### config.mk
export PLATFORM = sky130hd
export DESIGN_NAME = hazard_ctrl_flat
export DESIGN_NICKNAME = d
export VERILOG_FILES = /design/src/rtl/hazard_ctrl_if.sv /design/src/rtl/hazard_ctrl.sv /design/src/flat_wrapper.sv
export SDC_FILE = /design/constraint.sdc
export NUM_CORES = 1
export LEC_CHECK = 0
export BUFFER_PORTS_ARGS = -buffer_cell sky130_fd_sc_hd__buf_2
export CELL_PAD_IN_SITES_DETAIL_PLACEMENT = 0
export CELL_PAD_IN_SITES_GLOBAL_PLACEMENT = 1
export CORE_MARGIN = 2
export CORE_UTILIZATION = 22
export CTS_CLUSTER_SIZE = 12
export DETAILED_ROUTE_END_ITERATION = 16
export GPL_TIMING_DRIVEN = 0
export PLACE_DENSITY_LB_ADDON = 0.08
export SLEW_MARGIN = 10
export SYNTH_ARGS = -nofsm -noshare
export SYNTH_HDL_FRONTEND = slang
export SYNTH_SLANG_ARGS = --single-unit
### constraint.sdc
create_clock -name clk -period 1.57 [get_ports clk]
set_input_delay 0.2355 -clock clk [delete_from_list [all_inputs] [get_ports clk]]
set_output_delay 0.2355 -clock clk [all_outputs]
set_load 0.1 [all_outputs]
### src/rtl/hazard_ctrl_if.sv
// hazard_ctrl_if: pipeline <-> hazard unit signal bundle.
// master = pipeline side (drives register addresses and stage info),
// slave  = hazard unit (drives stall/flush/forward controls and counters).
interface hazard_ctrl_if #(
    parameter int REG_AW = 5,
    parameter int CNT_W  = 32
);
    logic [REG_AW-1:0] rs1_d;
    logic [REG_AW-1:0] rs2_d;
    logic [REG_AW-1:0] rs1_e;
    logic [REG_AW-1:0] rs2_e;
    logic [REG_AW-1:0] rd_e;
    logic              result_src_e_0;
    logic              long_e;
    logic              pc_src_e;
    logic [REG_AW-1:0] rd_m;
    logic              regwrite_m;
    logic [REG_AW-1:0] rd_w;
    logic              regwrite_w;
    logic              stall_f;
    logic              stall_d;
    logic              stall_e;
    logic              flush_d;
    logic              flush_e;
    logic              flush_m;
    logic [1:0]        forward_operand_a_e;
    logic [1:0]        forward_operand_b_e;
    logic              long_busy;
    logic [CNT_W-1:0]  perf_stall_cnt;
    logic [CNT_W-1:0]  perf_flush_cnt;

    modport master (
        output rs1_d, rs2_d, rs1_e, rs2_e, rd_e, result_src_e_0, long_e, pc_src_e,
               rd_m, regwrite_m, rd_w, regwrite_w,
        input  stall_f, stall_d, stall_e, flush_d, flush_e, flush_m,
               forward_operand_a_e, forward_operand_b_e, long_busy,
               perf_stall_cnt, perf_flush_cnt
    );

    modport slave (
        input  rs1_d, rs2_d, rs1_e, rs2_e, rd_e, result_src_e_0, long_e, pc_src_e,
               rd_m, regwrite_m, rd_w, regwrite_w,
        output stall_f, stall_d, stall_e, flush_d, flush_e, flush_m,
               forward_operand_a_e, forward_operand_b_e, long_busy,
               perf_stall_cnt, perf_flush_cnt
    );
endinterface

### src/rtl/hazard_ctrl.sv
// hazard_ctrl: hazard unit for the five-stage RV32 pipeline.
// EX-operand forwarding, load-use stall, branch flush and a countdown FSM
// that holds the front of the pipe while a multi-cycle (mul/div) op sits in EX.
// Optional feature: define HAZARD_PERF_EN to build saturating stall/flush
// performance counters; otherwise both counter outputs are tied to zero.
module hazard_ctrl #(
    parameter int REG_AW   = 5,
    parameter int LONG_LAT = 4,
    parameter int CNT_W    = 32
) (
    input  logic        clk,
    input  logic        reset,
    hazard_ctrl_if.slave hz
);
    localparam int CNT_BITS = (LONG_LAT > 1) ? $clog2(LONG_LAT) : 1;

    localparam logic [0:0] ST_RUN  = 1'b0;
    localparam logic [0:0] ST_LONG = 1'b1;

    localparam logic [CNT_BITS-1:0] CNT_ZERO = {CNT_BITS{1'b0}};
    localparam logic [CNT_BITS-1:0] CNT_ONE  = {{(CNT_BITS-1){1'b0}}, 1'b1};
    localparam logic [CNT_BITS-1:0] CNT_LOAD = (LONG_LAT > 2) ? CNT_BITS'(LONG_LAT - 2) : CNT_ZERO;
    localparam logic [REG_AW-1:0]   REG_ZERO = {REG_AW{1'b0}};

    // Forward select for one EX source: MEM result wins over WB result; x0 never forwards.
    function automatic logic [1:0] fwd_sel(
        input logic [REG_AW-1:0] rs,
        input logic [REG_AW-1:0] rd_m,
        input logic              wr_m,
        input logic [REG_AW-1:0] rd_w,
        input logic              wr_w
    );
        logic [1:0] sel;
        if (wr_m && (rd_m == rs) && (rd_m != REG_ZERO)) begin
            sel = 2'b10;
        end else if (wr_w && (rd_w == rs) && (rd_w != REG_ZERO)) begin
            sel = 2'b01;
        end else begin
            sel = 2'b00;
        end
        return sel;
    endfunction

    logic [0:0]          state_r;
    logic [0:0]          state_nxt_s;
    logic [CNT_BITS-1:0] cnt_r;
    logic [CNT_BITS-1:0] cnt_nxt_s;
    logic                load_use_s;
    logic                stall_f_s;
    logic                stall_d_s;
    logic                stall_e_s;
    logic                flush_d_s;
    logic                flush_e_s;
    logic                flush_m_s;
    logic [1:0]          fwd_a_s;
    logic [1:0]          fwd_b_s;
    logic                long_busy_s;

    // Load in EX whose destination is read by the instruction in ID.
    always_comb begin
        load_use_s = hz.result_src_e_0 && (hz.rd_e != REG_ZERO) &&
                     ((hz.rd_e == hz.rs1_d) || (hz.rd_e == hz.rs2_d));
    end

    // Hazard decisions and FSM next state; all controls forced low while in reset.
    always_comb begin
        state_nxt_s = state_r;
        cnt_nxt_s   = cnt_r;
        stall_f_s   = 1'b0;
        stall_d_s   = 1'b0;
        stall_e_s   = 1'b0;
        flush_d_s   = 1'b0;
        flush_e_s   = 1'b0;
        flush_m_s   = 1'b0;
        fwd_a_s     = 2'b00;
        fwd_b_s     = 2'b00;
        long_busy_s = 1'b0;
        if (reset) begin
            state_nxt_s = ST_RUN;
            cnt_nxt_s   = CNT_ZERO;
        end else begin
            fwd_a_s = fwd_sel(hz.rs1_e, hz.rd_m, hz.regwrite_m, hz.rd_w, hz.regwrite_w);
            fwd_b_s = fwd_sel(hz.rs2_e, hz.rd_m, hz.regwrite_m, hz.rd_w, hz.regwrite_w);
            case (state_r)
                ST_RUN: begin
                    if (hz.pc_src_e) begin
                        flush_d_s = 1'b1;
                        flush_e_s = 1'b1;
                    end else if (hz.long_e && (LONG_LAT > 1)) begin
                        stall_f_s = 1'b1;
                        stall_d_s = 1'b1;
                        stall_e_s = 1'b1;
                        flush_m_s = 1'b1;
                        if (LONG_LAT > 2) begin
                            state_nxt_s = ST_LONG;
                            cnt_nxt_s   = CNT_LOAD;
                        end else begin
                            state_nxt_s = ST_RUN;
                        end
                    end else if (load_use_s) begin
                        stall_f_s = 1'b1;
                        stall_d_s = 1'b1;
                        flush_e_s = 1'b1;
                    end else begin
                        state_nxt_s = ST_RUN;
                    end
                end
                ST_LONG: begin
                    // EX is owned by the long op: branch, new long op and load-use wait.
                    stall_f_s   = 1'b1;
                    stall_d_s   = 1'b1;
                    stall_e_s   = 1'b1;
                    flush_m_s   = 1'b1;
                    long_busy_s = 1'b1;
                    if (cnt_r <= CNT_ONE) begin
                        state_nxt_s = ST_RUN;
                        cnt_nxt_s   = CNT_ZERO;
                    end else begin
                        cnt_nxt_s = cnt_r - CNT_ONE;
                    end
                end
                default: begin
                    state_nxt_s = ST_RUN;
                    cnt_nxt_s   = CNT_ZERO;
                end
            endcase
        end
    end

    // FSM state and countdown registers.
    always_ff @(posedge clk) begin
        if (reset) begin
            state_r <= ST_RUN;
            cnt_r   <= CNT_ZERO;
        end else begin
            state_r <= state_nxt_s;
            cnt_r   <= cnt_nxt_s;
        end
    end

    assign hz.stall_f             = stall_f_s;
    assign hz.stall_d             = stall_d_s;
    assign hz.stall_e             = stall_e_s;
    assign hz.flush_d             = flush_d_s;
    assign hz.flush_e             = flush_e_s;
    assign hz.flush_m             = flush_m_s;
    assign hz.forward_operand_a_e = fwd_a_s;
    assign hz.forward_operand_b_e = fwd_b_s;
    assign hz.long_busy           = long_busy_s;

`ifdef HAZARD_PERF_EN
    localparam logic [CNT_W-1:0] PERF_ONE = {{(CNT_W-1){1'b0}}, 1'b1};
    localparam logic [CNT_W-1:0] PERF_MAX = {CNT_W{1'b1}};

    logic [CNT_W-1:0] perf_stall_r;
    logic [CNT_W-1:0] perf_flush_r;

    // Saturating counters: stalled decode cycles and taken-branch flushes in RUN.
    always_ff @(posedge clk) begin
        if (reset) begin
            perf_stall_r <= {CNT_W{1'b0}};
            perf_flush_r <= {CNT_W{1'b0}};
        end else begin
            if (stall_d_s && (perf_stall_r != PERF_MAX)) begin
                perf_stall_r <= perf_stall_r + PERF_ONE;
            end
            if (flush_d_s && (perf_flush_r != PERF_MAX)) begin
                perf_flush_r <= perf_flush_r + PERF_ONE;
            end
        end
    end

    assign hz.perf_stall_cnt = reset ? {CNT_W{1'b0}} : perf_stall_r;
    assign hz.perf_flush_cnt = reset ? {CNT_W{1'b0}} : perf_flush_r;
`else
    assign hz.perf_stall_cnt = {CNT_W{1'b0}};
    assign hz.perf_flush_cnt = {CNT_W{1'b0}};
`endif
endmodule

### src/flat_wrapper.sv
// flat-port wrapper written by rule: the top's interface ports become plain ports
module hazard_ctrl_flat 
#(
    parameter int REG_AW   = 5,
    parameter int LONG_LAT = 4,
    parameter int CNT_W    = 32
)
  (clk, reset, hz_rs1_d, hz_rs2_d, hz_rs1_e, hz_rs2_e, hz_rd_e, hz_result_src_e_0, hz_long_e, hz_pc_src_e, hz_rd_m, hz_regwrite_m, hz_rd_w, hz_regwrite_w, hz_stall_f, hz_stall_d, hz_stall_e, hz_flush_d, hz_flush_e, hz_flush_m, hz_forward_operand_a_e, hz_forward_operand_b_e, hz_long_busy, hz_perf_stall_cnt, hz_perf_flush_cnt);
  hazard_ctrl_if #(.REG_AW(REG_AW), .CNT_W(CNT_W)) hz_i ();
  input  logic clk;
  input  logic reset;
  input wire logic [$bits(hz_i.rs1_d)-1:0] hz_rs1_d;
  input wire logic [$bits(hz_i.rs2_d)-1:0] hz_rs2_d;
  input wire logic [$bits(hz_i.rs1_e)-1:0] hz_rs1_e;
  input wire logic [$bits(hz_i.rs2_e)-1:0] hz_rs2_e;
  input wire logic [$bits(hz_i.rd_e)-1:0] hz_rd_e;
  input wire logic [$bits(hz_i.result_src_e_0)-1:0] hz_result_src_e_0;
  input wire logic [$bits(hz_i.long_e)-1:0] hz_long_e;
  input wire logic [$bits(hz_i.pc_src_e)-1:0] hz_pc_src_e;
  input wire logic [$bits(hz_i.rd_m)-1:0] hz_rd_m;
  input wire logic [$bits(hz_i.regwrite_m)-1:0] hz_regwrite_m;
  input wire logic [$bits(hz_i.rd_w)-1:0] hz_rd_w;
  input wire logic [$bits(hz_i.regwrite_w)-1:0] hz_regwrite_w;
  output wire logic [$bits(hz_i.stall_f)-1:0] hz_stall_f;
  output wire logic [$bits(hz_i.stall_d)-1:0] hz_stall_d;
  output wire logic [$bits(hz_i.stall_e)-1:0] hz_stall_e;
  output wire logic [$bits(hz_i.flush_d)-1:0] hz_flush_d;
  output wire logic [$bits(hz_i.flush_e)-1:0] hz_flush_e;
  output wire logic [$bits(hz_i.flush_m)-1:0] hz_flush_m;
  output wire logic [$bits(hz_i.forward_operand_a_e)-1:0] hz_forward_operand_a_e;
  output wire logic [$bits(hz_i.forward_operand_b_e)-1:0] hz_forward_operand_b_e;
  output wire logic [$bits(hz_i.long_busy)-1:0] hz_long_busy;
  output wire logic [$bits(hz_i.perf_stall_cnt)-1:0] hz_perf_stall_cnt;
  output wire logic [$bits(hz_i.perf_flush_cnt)-1:0] hz_perf_flush_cnt;
  assign hz_i.rs1_d = hz_rs1_d;
  assign hz_i.rs2_d = hz_rs2_d;
  assign hz_i.rs1_e = hz_rs1_e;
  assign hz_i.rs2_e = hz_rs2_e;
  assign hz_i.rd_e = hz_rd_e;
  assign hz_i.result_src_e_0 = hz_result_src_e_0;
  assign hz_i.long_e = hz_long_e;
  assign hz_i.pc_src_e = hz_pc_src_e;
  assign hz_i.rd_m = hz_rd_m;
  assign hz_i.regwrite_m = hz_regwrite_m;
  assign hz_i.rd_w = hz_rd_w;
  assign hz_i.regwrite_w = hz_regwrite_w;
  assign hz_stall_f = hz_i.stall_f;
  assign hz_stall_d = hz_i.stall_d;
  assign hz_stall_e = hz_i.stall_e;
  assign hz_flush_d = hz_i.flush_d;
  assign hz_flush_e = hz_i.flush_e;
  assign hz_flush_m = hz_i.flush_m;
  assign hz_forward_operand_a_e = hz_i.forward_operand_a_e;
  assign hz_forward_operand_b_e = hz_i.forward_operand_b_e;
  assign hz_long_busy = hz_i.long_busy;
  assign hz_perf_stall_cnt = hz_i.perf_stall_cnt;
  assign hz_perf_flush_cnt = hz_i.perf_flush_cnt;
  hazard_ctrl #(.REG_AW(REG_AW), .LONG_LAT(LONG_LAT), .CNT_W(CNT_W)) u_core (.clk(clk), .reset(reset), .hz(hz_i));
endmodule
==> results of run 1 <==
-- metal layers --
| metal | GRT usage (%) | up-vias | wire [um] |
|---|---|---|---|
| met5 | 0 | - | 0 |
| met4 | 0.6061 | 0 | 0 |
| met3 | 2.575 | 0 | 382 |
| met2 | 15.97 | 70 | 1261 |
| met1 | 10.52 | 412 | 1042 |
| li1 | - | 584 | - |
-- stage by stage --
| step | cells | power, W | instance area, um^2 | TNS [ns] | hold slack, ns |
|---|---|---|---|---|---|
| 2_1_floorplan | 207 | 0.001119 | 1481 | -3.684 | 0.4234 |
| 3_3_place_gp | 325 | 0.001227 | 1821 | -2.943 | 0.4394 |
| 3_5_place_dp | 325 | 0.001226 | 1821 | -3.038 | 0.4421 |
| 4_1_cts | 332 | 0.001508 | 2051 | -1.297 | 0.2711 |
| 5_1_grt | 334 | 0.001589 | 2107 | -1.459 | 0.2722 |
| 6_report | 334 | 0.001526 | 2107 | -1.082 | 0.2726 |
-- worst paths after layout --
kind	start	end	slack, ns	cells past startpoint
worst max-delay path	hz_rd_w[1]	hz_forward_operand_a_e[0]	-0.30	5
worst min register to register	u_core.cnt_r[0]	u_core.cnt_r[0]	0.44	2
worst min-delay path	reset	u_core.cnt_r[0]	0.27	2
worst max register to register	u_core.state_r	u_core.cnt_r[0]	0.63	3
-- cell families after synthesis --
logic type,count (synthesis)
buf+inv,70
simple gates,30
compound gates,10
flops,3
xor+xnor,30
other cells,1
-- flip-flops by register name, summed over array words and instances, names as in the netlist --
register        cells
u_core.cnt_r        2
u_core.state_r      1
-- critical path: cells and delay by family --
family,cells,cell delay [ns]
XOR/XNOR,1,0.16
AND/OR/NAND/NOR,2,0.84
buffers and inverters,2,0.39
-- cell usage after synthesis --
cell,n
buf_4,66
xor2_1,18
xnor2_1,12
nor3_1,6
or4_1,5
a21oi_1,4
dfxtp_1,3
inv_1,3
nand2_1,3
nand3_1,3
nor2_1,3
nor2b_1,2
nor4_1,2
or2_2,2
a22oi_1,1
clkbuf_1,1
conb_1,1
nand2b_1,1
nor3_2,1
nor3b_1,1
nor4_2,1
o21ai_0,1
o21ai_1,1
o21ai_2,1
o21bai_1,1
o41ai_1,1
-- cell type report --
type	instances	area, um^2	share of cell area [%]
multi-input cells	134	917.1	43.53
inverters	3	15.01	0.7126
clock buffers	4	45.04	2.138
plain buffers	67	536.8	25.48
well taps	67	83.83	3.979
repair buffers	56	445.4	21.14
flip-flops and latches	3	63.81	3.029
-- power groups by stage --
| stage | Combinational [W] | Sequential, W | Clock [W] |
|---|---|---|---|
| 2_1_floorplan | 0.00103 | 0.0000869 | 0 |
| 3_3_place_gp | 0.00114 | 0.0000885 | 0 |
| 3_5_place_dp | 0.00114 | 0.0000880 | 0 |
| 4_1_cts | 0.00119 | 0.0000866 | 0.000232 |
| 5_1_grt | 0.00126 | 0.0000883 | 0.000239 |
| 6_report | 0.00122 | 0.0000873 | 0.000223 |
-- cell usage in the layout, fill, tap and decap left out, types with 2 or more instances in the layout --
master,synthesis,final
a21oi_1,4,3
xor2_1,18,18
dfxtp_1,3,2
buf_8,0,2
buf_4,66,68
clkbuf_8,0,3
buf_6,0,13
nor4_4,0,3
nand2_1,3,3
nor3_2,1,4
buf_12,0,5
or4_4,0,4
buf_2,0,34
o21ai_4,0,2
inv_1,3,2
conb_1,1,64
nor2_1,3,3
nor3_4,0,2
xnor2_1,12,12
nand3_1,3,3
-- timing repair --
action / in CTS / in global routing
resized for setup: 46 / 9
setup endpoints to repair: 9 / 9
buffers inserted: 3 / 4
pin swaps: 13 / 5
==> impl_metrics.tcl, run 1 <==
set metrics [dict create \
    outcome "finished with violations" \
    violations "setup timing" \
    ios 117 \
    syn2layout_area_growth_pct 95.36 \
    swShare_pct 64.08 \
    yosys_warnings 0 \
    crit_path_max_incr_delay_ns 0.54 \
    yosysTopAreaCell "buf_4" \
    root_buffer "clkbuf_8" \
    antenna_left 0 \
    leakage_nw 1.119 \
    crit_type "in -> out" \
    drc 0 \
    internal_power_w 0.0005482 \
    routed_wl_um 2686 \
    synthAdderAreaFrac_pct 0 \
    drt_iter0_drc 6 \
    fp.dieW_um 74.02 \
    clock_latency_ns 0.22 \
    required_ns 1.33 \
    fmax_mhz 534.9 \
    p_per_area_nw_per_um2 724.4 \
    synth_top_family_by_area "buffers and inverters" \
    initial_utilization_pct 22.83 \
    cts_made_buffers 3 \
    cts_sinks 3 \
    die_area_um2 5478 \
    grt_pass1_wl_um 3857 \
    port_buffers 51 \
    setup_viol 7 \
    fin_ws_ns -0.2994 \
    grt_use_total_pct 8.727 \
    dr.pass1.iters 4 \
    start_kind "input port" \
    crit_path_end_kind "primary output" \
    vdd_ir_drop_max_v 0.0003246 \
    cts_max_level 1 \
    clock_path_buffers 2 \
    core-area_um2 4723 \
    die_y_um 74.02 \
    place_hpwl_um 2419 \
    ys_ff_latch 3 \
    avgViaCountPerCell 3.192 \
    p_clk_share_pct 14.6 \
    clk_pin_slew_ns 0.03 \
    post_drt_wl_per_cell_um 8.042 \
    pwr-share-seq_pct 5.7 \
    num_rows 25 \
    hold_violations 0 \
    hold_class "in -> reg" \
    synth.distinct_cells 26 \
    grt_max_degree 11 \
    nFillCells 479 \
    fin_util_pct 44.61 \
    layout.nets 310 \
    netlist_area_um2 1079 \
    drv_cap 0 \
    routabilityCongestion 0.7765 \
    synthMuxAreaShare_pct 0 \
    synth-xor-area-share_pct 24.36 \
    overflow 0 \
    antenna_found_initial 0 \
    synth_compound_area_share_pct 5.800 \
    netlist_top_cells_area "buf_4 46%, xor2_1 15%, xnor2_1 9.7%, dfxtp_1 5.6%, or4_1 3.5%" \
    synth-simple-area-share_pct 16.59 \
    drive_gt1_share_pct 56.93 \
    rsz0062_at_grt "yes" \
    syn_area_per_cell_um2 7.490 \
    hold_buffers 0 \
    cp.arrival_ns 1.63 \
    pwr-share-comb_pct 79.7 \
    cpMaxStageDelayCell "or4_4" \
    vias 1066 \
    crit_chain "buf_2 > xor2_1 > or4_4 > nor4_4 > buf_6" \
    skew_ns 0.001185 \
    grt_pass1_vias 922 \
    post-place-ws_ns -0.5475 \
    ys_seq_area_share_pct 5.568 \
    drv_slew 0 \
    layout_min_cycle_time_ns 1.869 \
    cts_tree "yes" \
    netlist_instances 144 \
    path_max_fanout 3 \
    synth_top_area_share_pct 45.94 \
    post-route-period-util_pct 119.1 \
    switchingPower_w 0.0009781 \
    n_antenna_cell 0 \
]
Power figures use the tool's default switching activity.
==> run 2, diff against run 1 <==
Settings changed: ABC_AREA from default to 1.
==> impl_metrics.tcl, run 2 <==
set metrics [dict create \
    overflow 0 \
    syn2layout_area_growth_pct 70.71 \
    setup_viol 0 \
    grt_max_degree 11 \
    netlist_area_um2 1239 \
    reg.largest.list "u_core.cnt_r x2, u_core.state_r x1" \
    p_clk_share_pct 14.9 \
    routabilityCongestion 0.7499 \
    root_buffer "clkbuf_8" \
    yosysTopAreaCell "buf_4" \
    switchingPower_w 0.0009918 \
    synth.distinct_cells 21 \
    hold_violations 0 \
    p_per_area_nw_per_um2 706.7 \
    nFillCells 652 \
    synth.most_common_cell "buf_4" \
    p_total_w 0.001494 \
    final_common_cell "buf_4" \
    internal_power_w 0.0005026 \
    drt_iter0_drc 24 \
    drv_cap 0 \
    layout.nets 379 \
    drive_gt1_share_pct 45.24 \
    clk_pin_slew_ns 0.03 \
    core-area_um2 5473 \
    synth_top_area_share_pct 40.00 \
    n_antenna_cell 0 \
    cts_max_level 1 \
    fmax_mhz 672.3 \
    dr.pass1.iters 4 \
    vdd_ir_drop_max_v 0.0003935 \
    largest_reg_flops 2 \
    post_drt_wl_per_cell_um 7.882 \
    ys_seq_area_share_pct 4.848 \
    crit_type "reg -> out" \
    routed_wl_um 3216 \
    drv_slew 0 \
    hold_class "in -> reg" \
    port_buffers 51 \
    yosys_warnings 0 \
    crit_path_end_kind "primary output" \
    pwr-share-comb_pct 79.3 \
    drc 0 \
    start_kind "flop" \
    skew_ns 0.0007370 \
    path_max_fanout 7 \
    antenna_found_initial 0 \
    netlist_instances 218 \
    placedCellCount 404 \
    place_hpwl_um 2959 \
    die_area_um2 6247 \
    grt_pass1_vias 1252 \
    cts_made_buffers 3 \
    cts_sinks 3 \
    avgViaCountPerCell 3.451 \
    fp.dieW_um 79.04 \
    layout_min_cycle_time_ns 1.487 \
    netlist_top_cells_area "buf_4 40%, nand2_1 14%, inv_1 9.4%, nor2_1 5.8%, dfxtp_1 4.8%" \
    cp.arrival_ns 1.25 \
    synth_edf_count 0 \
    pwr-share-seq_pct 5.8 \
    vias 1408 \
    clock_path_buffers 2 \
    antenna_left 0 \
    synthTopCellsByCount "66 x buf_4, 46 x nand2_1, 31 x inv_1, 19 x nor2_1" \
    largest-register "u_core.cnt_r" \
    synthFlopType "dfxtp_1" \
    grt_pass1_wl_um 5161 \
    die_y_um 79.04 \
    outcome "completed" \
    post-route-period-util_pct 94.74 \
    required_ns 1.33 \
    final_cell_mix "66 x buf_4, 64 x conb_1, 41 x nand2_1, 41 x buf_2, 25 x inv_1" \
    leakage_nw 1.274 \
    swShare_pct 66.37 \
    clock_latency_ns 0.21 \
    cts_setup_buffers 0 \
    ys_ff_latch 3 \
    fin_cells 408 \
    synth-async-reset-ratio_pct 0 \
    num_rows 27 \
    initial_utilization_pct 22.63 \
    hold_buffers 0 \
    syn_area_per_cell_um2 5.682 \
    grt_use_total_pct 10.16 \
    cts_tree "yes" \
    ios 117 \
]
run 2: cell count changes after synthesis, sizes merged, moves of 6 or more:
cell,delta
nor2,+17
xnor2,-8
xor2,-15
nand3,+6
nand2,+43
inv,+31
run 2: timing repair:
item                       4_1_cts  5_1_grt
pin swaps                        0        3
setup endpoints to repair        8        8
resized for setup               15       20
run 2: cells by family (layout without fill, tap and decap cells):
family                    Yosys count  count (layout)  synth area share (%)
AOI/OAI and AO/OA                  22              22                 9.696
xor gates and xnor gates            7               7                 4.950
buffers and inverters             101             156                 51.21
DFF                                 3               3                 4.849
other                               1              64                0.3027
and+or+nand+nor                    84              84                 28.99
run 2: power by group through the flow:
| stage | Sequential [W] | Combinational [W] | Clock, W |
|---|---|---|---|
| 6_report | 0.0000866 | 0.00119 | 0.000223 |
| 5_1_grt | 0.0000872 | 0.00124 | 0.000244 |
| 4_1_cts | 0.0000864 | 0.00117 | 0.000230 |
| 3_5_place_dp | 0.0000873 | 0.00115 | 0 |
| 3_3_place_gp | 0.0000876 | 0.00115 | 0 |
| 2_1_floorplan | 0.0000864 | 0.00104 | 0 |
run 2: metrics by stage:
| step | hold slack, ns | setup slack (ns) | setup TNS (ns) | utilization, % | area (um^2) |
|---|---|---|---|---|---|
| 2_1_floorplan | 0.4000 | -0.3219 | -0.6470 | - | 1599 |
| 3_3_place_gp | 0.4781 | -0.2754 | -1.031 | 35.53 | 1944 |
| 3_5_place_dp | 0.4825 | -0.2746 | -1.040 | 35.53 | 1944 |
| 5_1_grt | 0.3140 | -0.01094 | -0.01094 | 38.64 | 2115 |
| 6_report | 0.3016 | 0.08266 | 0 | 38.64 | 2115 |
| 4_1_cts | 0.2948 | -0.004661 | -0.004661 | 37.24 | 2038 |
run 2: final timing paths:
kind,end,slack (ns),depth (start not counted),start
max reg2reg,u_core.state_r,0.70,4,u_core.state_r
min reg2reg,u_core.cnt_r[1],0.49,2,u_core.cnt_r[1]
max,hz_stall_f,0.08,6,u_core.state_r
min,u_core.cnt_r[0],0.30,2,reset
run 2: layout make-up:
type                            count  area (um^2)  area share (%)
Sequential cell                     3        63.81           3.018
Tap cell                           72        90.09           4.260
Clock buffer                        4        45.04           2.130
Buffer                             67        518.0           24.50
Multi-Input combinational cell    177        924.6           43.73
Inverter                           34        146.4           6.923
Timing Repair Buffer               51        326.6           15.44
run 2: routing by layer:
layer	wire [um]	track usage, %	part of all wire (%)
met5	0	0	0
met3	359	3.523	11
met2	1645	19.24	51
met1	1180	10.39	37
met4	31	3.103	0.96
run 2: critical path, cell delays in order, from the launching register on:
cell,delay [ns]
dfxtp_4,0.38
inv_4,0.07
a21oi_4,0.18
inv_2,0.09
nand2_8,0.07
buf_6,0.09
buf_12,0.16
